<file path="src/rtl/adbg_syncfifo.sv">
// Synchronous first-word-fall-through FIFO (circular buffer) for the debug JTAG/bus data paths.
// Optional sticky OVERFLOW/UNDERFLOW registers are enabled by defining ADBG_SYNCFIFO_ERRFLAGS_EN.
module adbg_syncfifo #(
    parameter int unsigned DATA_WIDTH = 8,
    parameter int unsigned DEPTH      = 8,
    parameter int unsigned CNT_WIDTH  = $clog2(DEPTH + 1)
) (
    input  logic                  CLK,
    input  logic                  RST,
    input  logic                  FLUSH,
    input  logic [DATA_WIDTH-1:0] DATA_IN,
    input  logic                  PUSH,
    input  logic                  POP,
    output logic [DATA_WIDTH-1:0] DATA_OUT,
    output logic [CNT_WIDTH-1:0]  WORDS_AVAIL,
    output logic [CNT_WIDTH-1:0]  WORDS_FREE,
    output logic                  FULL,
    output logic                  EMPTY,
    output logic                  OVERFLOW,
    output logic                  UNDERFLOW
);

    localparam int unsigned PTR_W = (DEPTH > 1) ? $clog2(DEPTH) : 1;
    localparam logic [PTR_W-1:0]     PTR_LAST = PTR_W'(DEPTH - 1);
    localparam logic [CNT_WIDTH-1:0] DEPTH_C  = CNT_WIDTH'(DEPTH);
    localparam logic [CNT_WIDTH-1:0] ONE_C    = CNT_WIDTH'(1);

    logic [DATA_WIDTH-1:0] mem [DEPTH];
    logic [PTR_W-1:0]      wr_ptr;
    logic [PTR_W-1:0]      rd_ptr;
    logic [CNT_WIDTH-1:0]  count;
    logic                  full;
    logic                  empty;
    logic                  push_ok;
    logic                  pop_ok;
    logic                  clear;

    always_comb begin
        full    = (count == DEPTH_C);
        empty   = (count == '0);
        clear   = RST | FLUSH;
        // A pop on a full FIFO frees the slot the simultaneous push lands in.
        push_ok = PUSH & (~full | POP);
        pop_ok  = POP & ~empty;
    end

    always_ff @(posedge CLK) begin
        if (!clear && push_ok) begin
            mem[wr_ptr] <= DATA_IN;
        end
    end

    always_ff @(posedge CLK) begin
        if (clear) begin
            wr_ptr <= '0;
            rd_ptr <= '0;
            count  <= '0;
        end else begin
            if (push_ok) begin
                wr_ptr <= (wr_ptr == PTR_LAST) ? '0 : wr_ptr + PTR_W'(1);
            end
            if (pop_ok) begin
                rd_ptr <= (rd_ptr == PTR_LAST) ? '0 : rd_ptr + PTR_W'(1);
            end
            case ({push_ok, pop_ok})
                2'b10:   count <= count + ONE_C;
                2'b01:   count <= count - ONE_C;
                default: count <= count;
            endcase
        end
    end

`ifdef ADBG_SYNCFIFO_ERRFLAGS_EN
    logic ovf_q;
    logic unf_q;

    always_ff @(posedge CLK) begin
        if (clear) begin
            ovf_q <= 1'b0;
            unf_q <= 1'b0;
        end else begin
            if (PUSH && !push_ok) begin
                ovf_q <= 1'b1;
            end
            if (POP && !pop_ok) begin
                unf_q <= 1'b1;
            end
        end
    end

    assign OVERFLOW  = ovf_q;
    assign UNDERFLOW = unf_q;
`else
    assign OVERFLOW  = 1'b0;
    assign UNDERFLOW = 1'b0;
`endif

    assign DATA_OUT    = empty ? '0 : mem[rd_ptr];
    assign WORDS_AVAIL = count;
    assign WORDS_FREE  = DEPTH_C - count;
    assign FULL        = full;
    assign EMPTY       = empty;

endmodule

</file>
<file path="config.mk">
export PLATFORM = sky130hd
export DESIGN_NAME = adbg_syncfifo
export DESIGN_NICKNAME = d
export VERILOG_FILES = /design/src/rtl/adbg_syncfifo.sv
export SDC_FILE = /design/constraint.sdc
export NUM_CORES = 1
export LEC_CHECK = 0
export BUFFER_PORTS_ARGS = -buffer_cell sky130_fd_sc_hd__buf_2
export CORE_AREA = 2 2 101 103
export CTS_CLUSTER_SIZE = 10
export DETAILED_ROUTE_END_ITERATION = 6
export DIE_AREA = 0 0 103 105
export PLACE_DENSITY = 0.49
export SETUP_SLACK_MARGIN = 0.15
export SYNTH_ARGS = -nofsm -noshare
export SYNTH_HDL_FRONTEND = slang
export SYNTH_SLANG_ARGS = --single-unit
</file>
<file path="constraint.sdc">
create_clock -name CLK -period 6.15 [get_ports CLK]
set_input_delay 0 -clock CLK [delete_from_list [all_inputs] [get_ports CLK]]
set_output_delay 0 -clock CLK [all_outputs]
set_load 0.01 [all_outputs]
</file>
==> impl_results.md, run 1 <==
- Status: finished clean
- Register clock-pin slew on the reported worst setup and hold paths: 0.08 ns
- Number of diodes added for antenna fixing: 0
- Setup crit start: WORDS_AVAIL[0]
- Power per cell area: 284.0 mW/mm2
- Global route total overflow: 0
- Reg-to-reg critical path endpoint: WORDS_AVAIL[3]
- Highest-delay cell along the critical path: nor3b_4
- Vert. Die Dim: roughly 110 um
- Largest delay contributor family on the critical path: simple AND/OR/NAND/NOR gates
- Post-Syn Instances: 189
- Wire length reported by the detailed router: approximately 6000 um
- Placed wire-length estimate: 3672 um
- Core Region: between 0.009 and 0.01 mm2
- Cell internal pwr: 0.8643 mW
- H-tree lvl count: 3
- Number of slew-limit violations in the final report: 0
- Clock sink total: 77
- Wire length of the first global-routing pass: 9404 um
- Final net count: between 200 and 300
- Mean Syn Cell Area: roughly 17 um2
- Worst voltage drop across the vdd grid: 0.1046 mV
- Die X: approximately 100 um
- Ports: 33
- Sequential fraction of design power: a little over half
- Required time worst endpoint: ~6.4 ns
- Antenna-violating nets left: 0
- Critical path launch point type: flip-flop
- Maximum clock rate: 354.5 MHz
- Floorplan die area: around 0.011 mm2
- Share of total power consumed by net switching: between 20% and 30%
- Total of warnings raised by yosys: 0
- Syn Std Cell Area: around 0.0032 mm2
- TritonCTS Buffers: 9
- Proportion of synthesized chip area in sequential cells: between 60% and 70%
- Number of library cell types mapped by synthesis: 36
- Number of flops mapped to enable cells by yosys: 64
- Combinational share of power: approximately 5.9%
- Final total power: 1.082 mW
- Share of layout cells above drive strength 1: around 29%
- R2R depth: 11
- Proportion of register bits with asynchronous set or reset after synthesis: 0%
- Largest net degree at the start of global routing: 17
- Root Driver: clkbuf_8
- Final worst path period share: a little under half
- Sw power: around 0.22 mW
- GRT Overall Usage: between 10% and 20%
- Register-to-register setup slack: between 3 and 4 ns
- Max-cap check violation count: 0
- Cell type with the highest occurrence count on the critical path: ha_1
- Post-route clock skew: ~0.008 ns
- Layout overhead on the synthesized area: 18.57%
- Crit-path cells: inv_1 -> ha_1 -> nor3b_4 -> nand2b_4 -> inv_1 -> ha_1 -> ha_1 -> nand3_1 -> and4b_1 -> o21ai_0 -> o31ai_1
- Critical setup path kind: reg -> reg
- Final-report setup violation count: 0
- Post-cts repair resize count: 0
- Commonest register cell after synthesis: edfxtp_1
- RSZ-0062 raised after global routing: no
- Total DRC errors in the routed layout: 0
- Initial DRC count: between 60 and 70
- Vias in the first global route: 1700
- Peak per-stage delay on the critical path: approximately 0.56 ns
- Weighted congestion at the end of routability-driven global placement: between 0.6 and 0.7
- Top fanout value on the critical path: 10
- Crit path depth: 11
- Clk_lat worst skew: ~0.35 ns
- Antenna violations before repair: 0
- Normalized max-slew margin: 34.96%
- IO buf count: 30
- Buffer depth of the longest clock path: 2
- Data arrival time of the critical path: about 3.1 ns
- Termination of the worst setup path: WORDS_AVAIL[3]
- Kind of path behind the tightest hold check: in -> reg
- Final setup TNS: 0 ns
- Buf+Inv Stages, Crit Path: 2
- Slew @ Worst Pin: 0.9720 ns
- Starting density of the core: roughly a third
- Total number of vias: 1665
- Routed vias/inst: 4.500
- Count of TritonRoute iterations in the first routing pass: 4
- Hold violation count in the final report: 0
- Routed length per placed instance: 16.29 um
- Core Rows: 36
- Flip-flop and latch count after synthesis: between 70 and 80
- Critical register-to-register path startpoint: WORDS_AVAIL[0]
- Clock tree from TritonCTS: built
- Min Clock Period, post-route: between 2 and 3 ns
- Leak: approximately 1.3 nW
- Part of the total power dissipated in the clock network: 41.4%
- Endpoint kind of the worst setup timing path: flip-flop
cell families (layout without fill, tap and decap cells):
family          count (synthesis)  count (layout)  share of synthesized area (%)
compound gates                 12              12                          2.491
xor+xnor                        4               4                          1.090
fa+ha+maj                       9               9                          3.737
buf+inv                        15              62                          2.647
flops                          77              77                          67.89
mux                            26              26                          14.32
other cells                     1               2                         0.1167
simple gates                   45              45                          7.707
metrics by stage:
stage | utilization (%) | hold WS (ns) | cells | worst slack [ns] | instance area [um2]
final | 39.54 | 0.02640 | 370 | 3.329 | 3811
after global routing | 39.54 | 0.04454 | 370 | 3.031 | 3811
after CTS | 39.54 | 0.02223 | 370 | 3.239 | 3811
after detailed placement | 36.11 | 0.2777 | 344 | 3.265 | 3481
after global placement | 36.11 | 0.2809 | 344 | 3.305 | 3481
after floorplan | - | 0.09887 | 190 | 3.626 | 3218
worst min-delay path, cell delays in order:
cell,delay (ns)
buf_2,0.12
o21ai_4,0.09
nand2_1,0.07
a21oi_1,0.05
synthesized netlist by cell type, drive strengths merged (2+ instances only):
cell type  instances  share of area (%)
or3b               2               0.55
nand2b             3               0.82
xor2               3               0.82
or3                3               0.74
inv                5               0.58
a21oi              7                1.1
ha                 8                3.1
edfxtp            64                 60
nand2              6               0.70
mux4              16                 11
dfxtp             13                8.1
buf                7                1.7
mux2i             10                3.1
clkbuf             3               0.39
o21ai              2               0.66
nor3               3               0.62
nor2              23                2.7
layout by cell type (no fill, tap or decap):
| cell | n |
|---|---|
| nand3b_2 | 1 |
| nor3_2 | 2 |
| conb_1 | 2 |
| a211oi_1 | 1 |
| nand2b_4 | 1 |
| buf_4 | 1 |
| bufinv_16 | 3 |
| nor3b_4 | 1 |
| nor2_1 | 23 |
| nand3_1 | 1 |
| o2111ai_1 | 1 |
| nand2b_1 | 2 |
| or3b_1 | 2 |
| or3_1 | 2 |
| mux2i_1 | 10 |
| dlygate4sd3_1 | 10 |
| edfxtp_1 | 64 |
| dfxtp_1 | 13 |
| xnor2_1 | 1 |
| nand2_1 | 6 |
| clkbuf_8 | 9 |
| o21ai_0 | 1 |
| xor2_1 | 3 |
| or3_4 | 1 |
| buf_2 | 30 |
| mux4_2 | 16 |
| o21ai_4 | 1 |
| nor3_1 | 1 |
| ha_1 | 8 |
| clkinv_1 | 1 |
| o31ai_1 | 1 |
| or2_2 | 1 |
| clkinv_2 | 1 |
| clkbuf_1 | 2 |
| and4b_1 | 1 |
| inv_1 | 5 |
| fa_1 | 1 |
| a21oi_1 | 7 |
state kept, by name, summed over array words and instances (netlist names), named ones only:
| register | count |
|---|---|
| rd_ptr | 3 |
| mem | 64 |
| WORDS_AVAIL | 4 |
| wr_ptr | 3 |
final cells by class:
type | count | area [um2]
Clock buffer | 11 | 131.4
Clock inverter | 5 | 98.84
Fill cell | 925 | 5828
Inverter | 5 | 18.77
Multi-Input combinational cell | 98 | 955.9
Sequential cell | 77 | 2182
Tap cell | 133 | 166.4
Timing Repair Buffer | 41 | 257.7
timing repair:
action / in CTS / in global routing
hold buffers: 10 / 0
buffers inserted: 0 / 0
hold endpoints to repair: 65 / 0
worst min path at each step:
stage,startpoint,end,slack (ns),cells past startpoint
after detailed placement,DATA_IN[5],mem[0][5],0.28,1
after global routing,PUSH,wr_ptr[1],0.04,4
final,PUSH,wr_ptr[1],0.03,4
after CTS,PUSH,wr_ptr[0],0.02,4
after global placement,DATA_IN[5],mem[2][5],0.28,1
after floorplan,DATA_IN[0],mem[0][0],0.1,0
metal layers:
metal  GRT usage (%)  vias up  wire (um)
met1           16.19      825       2849
met4           6.767        0        152
met3           2.274       13        119
met2           18.78       23       2905
li1                -      804          -
met5               0        -          0
power by group through the flow:
stage	clock network [mW]	registers (mW)	logic (mW)
after floorplan	0	0.582	0.0370
after global placement	0	0.582	0.0601
after detailed placement	0	0.582	0.0602
after CTS	0.456	0.570	0.0652
after global routing	0.479	0.571	0.0716
final	0.448	0.570	0.0637
No activity file was read; power rests on OpenSTA's default activity.
==> run 2: changes to the inputs <==
- clock period: 6.15 -> 2.8 ns (I/O delays scaled with it)
==> impl_results.md, run 2 (synthesis results as in run 1) <==
- Leak: 1.400 nW (+5.6%)
- Top reg by flops: mem
- Worst hold margin: 0.05336 ns (+0.02695 ns)
- Antenna violations before repair: 0 (unchanged)
- Total number of vias: 1704 (+2.3%)
- Share of layout cells above drive strength 1: 32.40% (+3.7 points)
- H-tree lvl count: 3 (unchanged)
- Vias in the first global route: 1685 (-0.88%)
- Required time worst endpoint: 3.02 ns (-3.37 ns)
- Register clock-pin slew on the reported worst setup and hold paths: 0.07 ns (about the same)
- Maximum clock rate: 417.5 MHz (+18%)
- Max-cap check violation count: 0 (unchanged)
- Hold violation count in the final report: 0 (unchanged)
- Die X: 103 um (unchanged)
- Post-route clock skew: 0.008141 ns (+0.00006079 ns)
- Number of slew-limit violations in the final report: 0 (unchanged)
- Ports: 33 (unchanged)
- Area of the multi-input gates: 950.9 um2 (-0.52%)
- Fill count: 918 (-0.76%)
- Largest net degree at the start of global routing: 17 (unchanged)
- Final net count: 267 (+5.1%)
- Wire length reported by the detailed router: 6041 um (+0.25%)
- Wire length of the first global-routing pass: 9280 um (-1.3%)
- TritonCTS Buffers: 9 (unchanged)
- Core Rows: 36 (unchanged)
- Starting density of the core: 33.35% (unchanged)
- Sequential cell area in the final layout: 0.002182 mm2 (unchanged)
- Top fanout value on the critical path: 6 (-4)
- Critical setup path kind: reg -> reg
- Min Clock Period, post-route: 2.395 ns (-0.4253 ns)
- IO buf count: 30 (unchanged)
- Register-to-register setup slack: 0.40 ns (-2.92 ns)
- Count of TritonRoute iterations in the first routing pass: 4 (unchanged)
- Kind of path behind the tightest hold check: in -> reg
- Root Driver: clkbuf_8
- Leading cell type in the layout, fill and taps excluded: edfxtp_1
- GRT Overall Usage: 12.00% (-0.24 points)
- Final setup TNS: 0 ns (unchanged)
- Number of diodes added for antenna fixing: 0 (unchanged)
- Floorplan die area: 0.01082 mm2 (unchanged)
- Largest register FFs: 64 (unchanged)
- Antenna-violating nets left: 0 (unchanged)
- Vert. Die Dim: 105 um (unchanged)
- Layout overhead on the synthesized area: 22.03%
- Routed length per placed instance: 15.77 um (-3.2%)
- Buffer depth of the longest clock path: 2 (unchanged)
- Clock tree from TritonCTS: built
- Total DRC errors in the routed layout: 0 (unchanged)
- Commonest cells after routing, fill and taps aside: edfxtp_1, buf_2, nor2_1
- Power per cell area: 612.5 mW/mm2 (+120%)
- Final worst path period share: 85.55% (+40 points)
- Worst voltage drop across the vdd grid: 0.3121 mV (+200%)
- Final total power: 2.403 mW (+120%)
- Weighted congestion at the end of routability-driven global placement: 0.7635 (+21%)
- Data arrival time of the critical path: 2.61 ns (-0.45 ns)
- Initial DRC count: 81 (+29%)
- RSZ-0062 raised after global routing: no
- Normalized max-slew margin: 58.95% (+24 points)
- Endpoint kind of the worst setup timing path: flip-flop
- Core Region: 0.009639 mm2 (unchanged)
- Final-report setup violation count: 0 (unchanged)
- Status: finished clean
- Global route total overflow: 0 (unchanged)
- Clock sink total: 77 (unchanged)
- Post-CTS setup repair buffer count: 0 (unchanged)
- Routed vias/inst: 4.449 (-1.1%)
- Clk_lat worst skew: 0.33 ns (-0.02 ns)
- Critical path launch point type: flip-flop
- Placed wire-length estimate: 3939 um (+7.3%)
- Slew @ Worst Pin: 0.6150 ns (-0.3570 ns)
## run 2: what timing repair did
| item | CTS | global route |
|---|---|---|
| setup endpoints to repair | 0 | 0 |
| endpoints found under the hold margin | 65 | 0 |
| hold buffers | 10 | 0 |
| gates resized for setup | 0 | 0 |
## run 2: final cells by class
class	count	area share, %
Sequential cell	77	55.63
Multi-Input combinational cell	98	24.24
Timing Repair Buffer	54	9.059
Tap cell	133	4.242
Clock buffer	12	3.955
Clock inverter	4	2.392
Inverter	5	0.4785
## run 2: stage by stage
step | std cells | cell area [um2] | util, % | setup WS, ns
finish | 383 | 3923 | 40.69 | 0.4047
global route | 383 | 3923 | 40.69 | 0.1740
CTS | 383 | 3923 | 40.69 | 0.3754
detailed placement | 357 | 3573 | 37.07 | 0.3959
global placement | 357 | 3573 | 37.07 | 0.4578
floorplan | 190 | 3218 | - | 0.2759
## run 2: critical path, stage by stage (launching register included)
cell and delay (ns):
dfxtp_1 0.36, inv_1 0.12, ha_1 0.23, nor3b_4 0.21, nand2b_4 0.18, inv_1 0.05
ha_1 0.23, ha_1 0.35, nand3_1 0.10, and4b_1 0.22, o21ai_0 0.14, o31ai_1 0.08
## run 2: final timing paths
kind	startpoint	to	depth (start not counted)
setup / recovery	WORDS_AVAIL[0]	WORDS_AVAIL[3]	11
hold / removal	PUSH	wr_ptr[1]	4
setup reg to reg	WORDS_AVAIL[0]	WORDS_AVAIL[3]	11
hold reg to reg	rd_ptr[0]	flip-flop	2
## run 2: metal layers
metal  up-vias  track usage (%)  wire length (um)
met5         -                0                 0
met4         0            6.203                93
li1        828                -                 -
met3         8            2.007               109
met1       846            16.20              2873
met2        22            18.41              2965
## run 2: where the power goes
group / switching (mW) / internal (mW) / leakage, nW
logic: 0.0749 / 0.0662 / 0.594
clock network: 0.370 / 0.639 / 0.124
registers: 0.00603 / 1.25 / 0.682
